$ cat config.mk
export PLATFORM = sky130hd
export DESIGN_NAME = ex_squash_queue
export DESIGN_NICKNAME = d
export VERILOG_FILES = /design/src/rtl/ex_squash_queue.sv
export SDC_FILE = /design/constraint.sdc
export NUM_CORES = 1
export LEC_CHECK = 0
export CAP_MARGIN = 0
export CORE_MARGIN = 5
export CORE_UTILIZATION = 44
export CTS_BUF_LIST = sky130_fd_sc_hd__clkbuf_4 sky130_fd_sc_hd__clkbuf_8 sky130_fd_sc_hd__clkbuf_16
export CTS_CLUSTER_DIAMETER = 60
export DETAILED_ROUTE_END_ITERATION = 16
export DONT_BUFFER_PORTS = 1
export PLACE_DENSITY = 0.69
export SYNTH_ARGS = -nofsm -noshare
export SYNTH_HDL_FRONTEND = slang
export SYNTH_SLANG_ARGS = --single-unit
$ cat constraint.sdc
create_clock -name clk -period 13.7 [get_ports clk]
set_input_delay 3.425 -clock clk [delete_from_list [all_inputs] [get_ports clk]]
set_output_delay 3.425 -clock clk [all_outputs]
set_load 0.01 [all_outputs]
$ cat src/rtl/ex_squash_queue.sv
// ex_squash_queue
//   In-order result queue between execute and writeback. It can drop a younger
//   suffix of its contents when a squash arrives. Each slot holds a live bit.
//   A squash clears the live bit of every younger entry. Dead entries keep
//   their slot until they reach the head, where they are discarded one per
//   cycle and never shown on the output.
//
//   Age is relative to head_seq_num, the oldest uncommitted sequence number:
//     X is younger than the squash iff
//     (X - head_seq_num) mod 2^n > (squash_seq_num - head_seq_num) mod 2^n
//
//   Ports
//     clk, rst                 clock; asynchronous active-high reset
//     in_val / in_rdy          enqueue handshake (in_seq_num, in_pc, in_wdata,
//                              in_waddr, in_preg, in_wen payload)
//     out_val / out_rdy        dequeue handshake (out_* mirrors in_*)
//     squash_val/_seq_num      squash event; the squashing instruction survives
//     head_seq_num             age reference for squash comparisons
//     count                    number of live entries
//
//   Configuration
//     EX_SQUASH_QUEUE_BYPASS_EN  when defined, an empty queue forwards a valid,
//                                non-squashed input to the output in the same
//                                cycle. The forwarded entry is stored only if
//                                out_rdy is low.
module ex_squash_queue #(
  parameter int p_depth          = 2,
  parameter int p_seq_num_bits   = 5,
  parameter int p_phys_addr_bits = 6
) (
  input  logic                          clk,
  input  logic                          rst,
  input  logic                          in_val,
  output logic                          in_rdy,
  input  logic [p_seq_num_bits-1:0]     in_seq_num,
  input  logic [31:0]                   in_pc,
  input  logic [31:0]                   in_wdata,
  input  logic [4:0]                    in_waddr,
  input  logic [p_phys_addr_bits-1:0]   in_preg,
  input  logic                          in_wen,
  output logic                          out_val,
  input  logic                          out_rdy,
  output logic [p_seq_num_bits-1:0]     out_seq_num,
  output logic [31:0]                   out_pc,
  output logic [31:0]                   out_wdata,
  output logic [4:0]                    out_waddr,
  output logic [p_phys_addr_bits-1:0]   out_preg,
  output logic                          out_wen,
  input  logic                          squash_val,
  input  logic [p_seq_num_bits-1:0]     squash_seq_num,
  input  logic [p_seq_num_bits-1:0]     head_seq_num,
  output logic [$clog2(p_depth+1)-1:0]  count
);

  localparam int c_ptr_bits = (p_depth > 1) ? $clog2(p_depth) : 1;
  localparam int c_cnt_bits = $clog2(p_depth + 1);
  localparam logic [c_ptr_bits-1:0] c_last_ptr = c_ptr_bits'(p_depth - 1);
  localparam logic [c_cnt_bits-1:0] c_full_occ = c_cnt_bits'(p_depth);

  typedef struct packed {
    logic [31:0]                 pc;
    logic [31:0]                 wdata;
    logic [4:0]                  waddr;
    logic [p_phys_addr_bits-1:0] preg;
    logic                        wen;
  } payload_t;

  logic [p_seq_num_bits-1:0] seq_mem  [p_depth];
  payload_t                  data_mem [p_depth];
  logic [p_depth-1:0]        live_q;
  logic [p_depth-1:0]        live_nxt;
  logic [p_depth-1:0]        kill_mask;
  logic [c_ptr_bits-1:0]     rd_ptr;
  logic [c_ptr_bits-1:0]     wr_ptr;
  logic [c_cnt_bits-1:0]     occ;       // live + dead slots in use
  logic [c_cnt_bits-1:0]     live_cnt;

  logic head_exists, head_live, head_dead, in_kill, byp_val;
  logic enq_store, deq_store;

  function automatic logic is_younger(input logic [p_seq_num_bits-1:0] seq,
                                      input logic [p_seq_num_bits-1:0] head,
                                      input logic [p_seq_num_bits-1:0] sq);
    logic [p_seq_num_bits-1:0] seq_age;
    logic [p_seq_num_bits-1:0] sq_age;
    seq_age = seq - head;   // modular distance from the oldest instruction
    sq_age  = sq - head;
    return seq_age > sq_age;
  endfunction

  function automatic logic [c_ptr_bits-1:0] ptr_inc(input logic [c_ptr_bits-1:0] p);
    return (p == c_last_ptr) ? '0 : p + 1'b1;
  endfunction

  always_comb begin
    // NOTE: every signal gets a default before any branch so no latch is inferred.
    kill_mask = '0;
    for (int i = 0; i < p_depth; i++)
      kill_mask[i] = squash_val && is_younger(seq_mem[i], head_seq_num, squash_seq_num);

    head_exists = (occ != '0);
    // A head being squashed this cycle is masked now and discarded next cycle.
    head_live   = head_exists && live_q[rd_ptr] && !kill_mask[rd_ptr];
    head_dead   = head_exists && !live_q[rd_ptr];
    in_kill     = squash_val && is_younger(in_seq_num, head_seq_num, squash_seq_num);

`ifdef EX_SQUASH_QUEUE_BYPASS_EN
    byp_val = !rst && !head_exists && in_val && !in_kill;
`else
    byp_val = 1'b0;
`endif

    out_val   = head_live || byp_val;
    deq_store = (head_live && out_rdy) || head_dead;
    in_rdy    = (occ != c_full_occ) || deq_store;
    // A squashed input is accepted and dropped. A forwarded input that is
    // consumed in the same cycle never occupies a slot.
    enq_store = in_val && in_rdy && !in_kill && !(byp_val && out_rdy);

    live_nxt = live_q & ~kill_mask;
    if (deq_store) live_nxt[rd_ptr] = 1'b0;
    if (enq_store) live_nxt[wr_ptr] = 1'b1;

    out_seq_num = '0;
    out_pc      = '0;
    out_wdata   = '0;
    out_waddr   = '0;
    out_preg    = '0;
    out_wen     = 1'b0;
    if (byp_val) begin
      out_seq_num = in_seq_num;
      out_pc      = in_pc;
      out_wdata   = in_wdata;
      out_waddr   = in_waddr;
      out_preg    = in_preg;
      out_wen     = in_wen;
    end else if (head_exists) begin
      out_seq_num = seq_mem[rd_ptr];
      out_pc      = data_mem[rd_ptr].pc;
      out_wdata   = data_mem[rd_ptr].wdata;
      out_waddr   = data_mem[rd_ptr].waddr;
      out_preg    = data_mem[rd_ptr].preg;
      out_wen     = data_mem[rd_ptr].wen;
    end

    live_cnt = '0;
    for (int i = 0; i < p_depth; i++)
      live_cnt = live_cnt + c_cnt_bits'(live_q[i]);
    count = live_cnt;
  end

  // NOTE: sequential state uses non-blocking assignments so every flop samples
  // pre-edge values regardless of statement order.
  always_ff @(posedge clk or posedge rst) begin
    if (rst) begin
      rd_ptr <= '0;
      wr_ptr <= '0;
      occ    <= '0;
      live_q <= '0;
    end else begin
      live_q <= live_nxt;
      if (deq_store) rd_ptr <= ptr_inc(rd_ptr);
      if (enq_store) wr_ptr <= ptr_inc(wr_ptr);
      case ({enq_store, deq_store})
        2'b10:   occ <= occ + 1'b1;
        2'b01:   occ <= occ - 1'b1;
        default: occ <= occ;
      endcase
    end
  end

  // NOTE: the payload storage has no reset. Occupancy and live bits decide what
  // is visible, so stale contents are never observed.
  always_ff @(posedge clk) begin
    if (enq_store) begin
      seq_mem[wr_ptr]  <= in_seq_num;
      data_mem[wr_ptr] <= '{pc: in_pc, wdata: in_wdata, waddr: in_waddr,
                            preg: in_preg, wen: in_wen};
    end
  end

endmodule

# Yosys cells after proc, flatten, opt, wreduce, memory -nomap -nowiden
# Memories as Yosys holds them, arrays and structs flattened.
# Index checks and enable logic that the tools add are counted.
[totals] ff_bits=6 ram_bits=162 out_inout_bits=85 elab_cells=69 memories=2
[classes] addsub=9 n_lt_le_gt_ge=7 eq_ne=3 n_mux=21 n_bitwise=5 n_reduce_logical=18
[memory_table] name="data_mem" depth=2 width=76 rd=1 rd_clocked_by_memory_dff=0 write_ports=1 line="69" rtl="payload_t data_mem [p_depth];"
[memory_table] name="seq_mem" depth=2 width=5 rd=3 rd_clocked_by_memory_dff=0 write_ports=1 line="68" rtl="logic [p_seq_num_bits-1:0] seq_mem [p_depth];"
[op_table] cell="32-bit two-way mux" n=2
[op_table] cell="5-bit subtractor" n=4
[op_table] cell="5-bit > comparator" n=3
[op_table] cell="1-bit logical AND" n=11
[op_table] cell="1-bit two-way mux" n=11
[op_table] cell="5-bit two-way mux" n=2
[op_table] cell="6-bit two-way mux" n=1
[op_table] cell="2-bit bitwise AND" n=2
[op_table] cell="1-bit by 2-bit < comparator with 1-bit output (second input constant)" n=2
[op_table] cell="2-bit two-way mux" n=2
[op_table] cell="2-bit NOT" n=2
[op_table] cell="2-bit case mux with 2 select lines" n=1
[op_table] cell="2-bit nonzero test" n=2
[op_table] cell="1-bit zero test" n=3
[op_table] cell="1-bit adder (second input constant)" n=2
[op_table] cell="1-bit by 1-bit adder with 2-bit output" n=1
[op_table] cell="2-bit by 1-bit adder with 2-bit output (second input constant)" n=1
[op_table] cell="1-bit demux with 1-bit select" n=2
[op_table] cell="2-bit by 1-bit equality test with 1-bit output (second input constant)" n=1
[op_table] cell="2-bit equality test (second input constant)" n=1
[op_table] cell="1-bit greater-or-equal comparator (second input constant)" n=2
[op_table] cell="1-bit logical OR" n=2
[op_table] cell="2-bit inequality test (second input constant)" n=1
[op_table] cell="2-bit OR" n=1
[op_table] cell="2-bit by 1-bit subtractor with 2-bit output (second input constant)" n=1

# Depth between registers and ports, before layout
# An unclocked memory read counts as a cell.
[depth] depth_word=15 depth_mapped=21 ltp_nobuf=21

# Least setup slack after synthesis
# Ideal clock, no wire load.
[synth_path] kind="in2reg" startpoint="input port squash_seq_num[0]" endpoint="memory data_mem[1][0] (netlist name) (enable)" setup_ns=0.521 arrival_time_ns=9.244 t_required_ns=13.179 setup_slack_ns=3.935 cell_stages=16 path_buffers=0 cell_sequence="inv_1 > ha_1 > inv_1 > fa_1 > a21o_2 > a21oi_1 > xnor2_1 > ha_1 > nand4b_1 > nor2_1 > a22o_1 > a21oi_1 > nand3_1 > a21boi_2 > a211oi_4 > nor2_1"
[synth_between] elab_chain_cells=14 word_cells_on_any_way=19
[synth_rtl] element="from (decl)" line="50" rtl="input logic [p_seq_num_bits-1:0] squash_seq_num,"
[synth_rtl] element="5-bit subtractor *" line="87" rtl="sq_age = sq - head;"
[synth_rtl] element="5-bit > comparator" line="88" rtl="return seq_age > sq_age;"
[synth_rtl] element="1-bit logical AND" line="99" rtl="kill_mask[i] = squash_val && is_younger(seq_mem[i], head_seq_num, squash_seq_num);"
[synth_rtl] element="1-bit two-way mux (not written as such) (2 in a row)" line="103" rtl="head_live = head_exists && live_q[rd_ptr] && !kill_mask[rd_ptr];"
[synth_rtl] element="1-bit zero test" line="103"
[synth_rtl] element="1-bit logical AND" line="103"
[synth_rtl] element="1-bit logical AND" line="114" rtl="deq_store = (head_live && out_rdy) || head_dead;"
[synth_rtl] element="1-bit logical OR" line="114"
[synth_rtl] element="1-bit logical OR" line="115" rtl="in_rdy = (occ != c_full_occ) || deq_store;"
[synth_rtl] element="1-bit logical AND" line="118" rtl="enq_store = in_val && in_rdy && !in_kill && !(byp_val && out_rdy);"
[synth_rtl] element="1-bit logical AND *" line="118"
[synth_rtl] element="1-bit two-way mux *" line="175" rtl="if (enq_store) begin"
[synth_rtl] element="1-bit two-way mux (not written as such) *" line="177" rtl="data_mem[wr_ptr] <= '{pc: in_pc, wdata: in_wdata, waddr: in_waddr,"
[synth_rtl] element="to (decl)" line="69"
# Every way passes the cells marked *; elsewhere a longest branch is shown, timed or not. The select of a mux whose other input is x is not followed.

# Worst setup path in the final report
[layout_path] startpoint="input port squash_seq_num[0]" endpoint="output port in_rdy"
[layout_between] elab_chain_cells=10 word_cells_on_any_way=12
[layout_rtl] element="5-bit subtractor *" line="87"
[layout_rtl] element="5-bit > comparator" line="88"
[layout_rtl] element="1-bit logical AND" line="99"
[layout_rtl] element="1-bit two-way mux (not written as such) * (2 in a row)" line="103"
[layout_rtl] element="1-bit zero test *" line="103"
[layout_rtl] element="1-bit logical AND *" line="103"
[layout_rtl] element="1-bit logical AND *" line="114"
[layout_rtl] element="1-bit logical OR *" line="114"
[layout_rtl] element="1-bit logical OR *" line="115"
[layout_rtl] element="to (decl)" line="34" rtl="output logic in_rdy,"
# Marked as above.

==> results.toml <==
[clocking]
post_cts_buffers = 0
htreeDepth = 4
clockBufferDepth = 2
path_clk_slew_ps = 70
cts_sinks = 168
cts_hold_buf = 0
ctsResizeCount = 0
clkLatencyLatePin_ps = 420
clock-root-buffer = "clkbuf_16"
cts_tree = "built"
cts_made_buffers = 17

[sta]
finalHoldViolCount = 0
postLayoutSetupSlackWorst_ps = 3780
min_period_over_period = 0.724
finalCriticalPeriod_ps = 9920
setup_tns_ps = 0
max_freq_mhz = 101
setup_viol = 0
tightest_slew_ps = 1030
relSlewSlack = 0.315
rsz0062_at_grt = "false"
slew_violations = 0
finClkSkew_ps = 9.54

[floorplan]
dieArea_um2 = 19900
io_pins = 181
coreArea_um2 = 17100
rows = 48
start_util = 0.443
die_w_um = 141
fp.dieH_um = 141

[logic_synthesis]
avgSynthCellArea_um2 = 14.6
synth.distinct_cells = 48
synthFlopType = "edfxtp_1"
synthArstFlopShare = 0.0357
yosys-top-cells-area = "edfxtp_1, mux2i_1, ha_1"
seq_area_frac_synth = 0.662
synth_nets = 649
synth_fa_ha_area_frac = 0.0614
synth_mux_area_frac = 0.110
synthesis.instances = 519
yosys_warnings = 0
synth_top_area_frac = 0.642
synth_edf_count = 162
syn_area_um2 = 7580
synth_xor_area_frac = 0.0302
yosysTopAreaCell = "edfxtp_1"
yosys.area_share.simple = 0.0720
synth_compound_area_frac = 0.0459
synth_top_family_by_area = "multiplexers"
synth-seq-cells = 168

[critical_path]
critical-path-top-delay-family = "compound AO/OA/AOI/OAI gates"
cp-end-kind = "output pin"
slowest_delay_ps = 400
crit_slowest_cell = "fa_1"
cp-start-kind = "primary input"
worst-path-max-fanout = 5
worstPathRequired_ps = 10270
worstPathArrival_ps = 6490
crit_cells = 16
r2r_cells = 17
crit_chain = "inv_1, ha_1, inv_1, fa_1, a21o_2, a21oi_1, xnor2_1, ha_1, nand3_1, nor2_1, nand2_1, nor3_1, nor3_1, a211o_4, a211oi_4, inv_2"
reg2reg_slack_ps = 8870
worstSetupPathType = "in -> out"
crit_buf_inv = 3

[power_and_ir_drop]
total_power_w = 0.00191
vdd_drop_max_mv = 0.111
p_per_area_nw_per_um2 = 225
leakagePower_nw = 3.22

[run_status]
status = "completed"

[place]
dp_hpwl_mm = 10.8
place_congestion = 0.889
post-place-cells = 729
preCtsSetupSlack_ps = 3790
portBuffers = 0

[detailed_routing]
route.detailed.drc = 0
routed_via_density = 5.39
vias = 4102
ant_nets = 0
wire_per_inst_um = 19.8
wl_mm = 15.1
first_pass_iters = 4
first_iter_violations = 192

[min_path]
holdCritPathClass = "reg -> reg"
worst_hold_path.num_cells = 1

[layout]
fillers = 1490
finalNonFillerCells = 761
synthToLayoutAreaGrowth_pct = 12.1
insertedDiodeCount = 0
drive_gt1_frac = 0.0989
nets = 653

[job]
maxCapViolations = 0

[global_routing]
grt_pass1_vias = 4466
grt_max_degree = 63
antenna_found_initial = 0
grt_overflow = 0
grt_use_total = 0.154
grt_pass1_wl_mm = 23.5
## final timing paths
kind,startpoint,end
worst max-delay path,squash_seq_num[0],in_rdy
worst min-delay path,live_q[0],rd_ptr
worst max register to register,seq_mem[0][0],data_mem[0][2]
worst min register to register,live_q[0],rd_ptr
max in group asynchronous,rst,rd_ptr
min in group asynchronous,rst,occ[1]
## cell usage in the layout, fill, tap and decap left out, types with 2 or more instances in the layout
master	instances
inv_8	3
a31oi_1	2
clkinv_8	4
and3_1	2
a21oi_1	10
o211ai_1	4
fa_1	4
a21o_1	6
clkbuf_16	17
mux2i_1	83
nand2b_1	2
xor2_1	6
xnor2_1	17
o221ai_1	2
nor3_1	4
nor2_4	3
dfrtp_1	5
inv_6	4
bufinv_16	3
inv_1	18
edfxtp_1	162
nor2_1	88
o21ai_0	5
nand3_1	7
or2_2	2
ha_1	30
o22ai_1	2
buf_4	4
nand2_1	11
## synth_stat cells, types with 5 or more instances
cell / number
inv_1: 18
dfrtp_1: 6
xor2_1: 6
a21oi_1: 10
a21o_1: 6
nor2_1: 91
xnor2_1: 17
edfxtp_1: 162
nand2_1: 11
ha_1: 30
o21ai_0: 5
buf_1: 9
clkbuf_1: 10
mux2i_1: 83
nand3_1: 7
## final cells by class
cell class / count / area, um2 / share of cell area
clock buffers: 17 / 425 / 0.0501
flip-flops and latches: 168 / 5020 / 0.591
repair buffers: 4 / 30.0 / 0.00353
clock inverters: 15 / 228 / 0.0268
multi-input cells: 313 / 2440 / 0.287
inverters: 19 / 71.3 / 0.00839
well taps: 225 / 282 / 0.0331
## power by group
group	switching, W	total [W]	internal (W)
logic	0.000435	0.000642	0.000207
clock network	0.000212	0.000510	0.000299
registers	0.0000548	0.000762	0.000707
## metrics by stage
stage / cell area, um2 / util / hold WS (ps)
after global placement: 7840 / 0.458 / 520
after global routing: 8500 / 0.496 / 586
final: 8500 / 0.496 / 543
after floorplan: 7580 / - / 477
after detailed placement: 7840 / 0.458 / 531
after CTS: 8500 / 0.496 / 541
## state kept, by name (all words and copies together) (netlist names)
register / flops
seq_mem: 10
data_mem: 152
live_q: 2
wr_ptr: 1
occ: 2
rd_ptr: 1
## worst register-to-register path, stage by stage (launching register included)
cell and delay, ps:
edfxtp_1 380, inv_1 80, ha_1 160, inv_1 50, fa_1 390, a21o_1 190, a21oi_1 170, xnor2_1 100
ha_1 340, nand4b_1 160, nor2_1 70, a22o_1 190, a21oi_1 150, nand3_1 170, a21boi_2 270, a211oi_4 140
nor2_4 670, buf_4 720
## kinds of logic (layout without fill, tap and decap cells)
kind of cell | count (synthesis) | after routing
fa+ha+maj | 35 | 35
compound gates | 44 | 44
mux | 83 | 83
flops | 168 | 168
xor+xnor | 24 | 24
simple gates | 127 | 127
buf+inv | 38 | 55
## per-layer routing
layer	vias to the layer above	GRT usage	part of all wire
li1	1918	-	-
met1	2013	0.165	0.37
met2	143	0.263	0.51
met3	28	0.0760	0.096
met4	0	0.0571	0.021
met5	-	0	0
(Power assumes the default switching activity.)
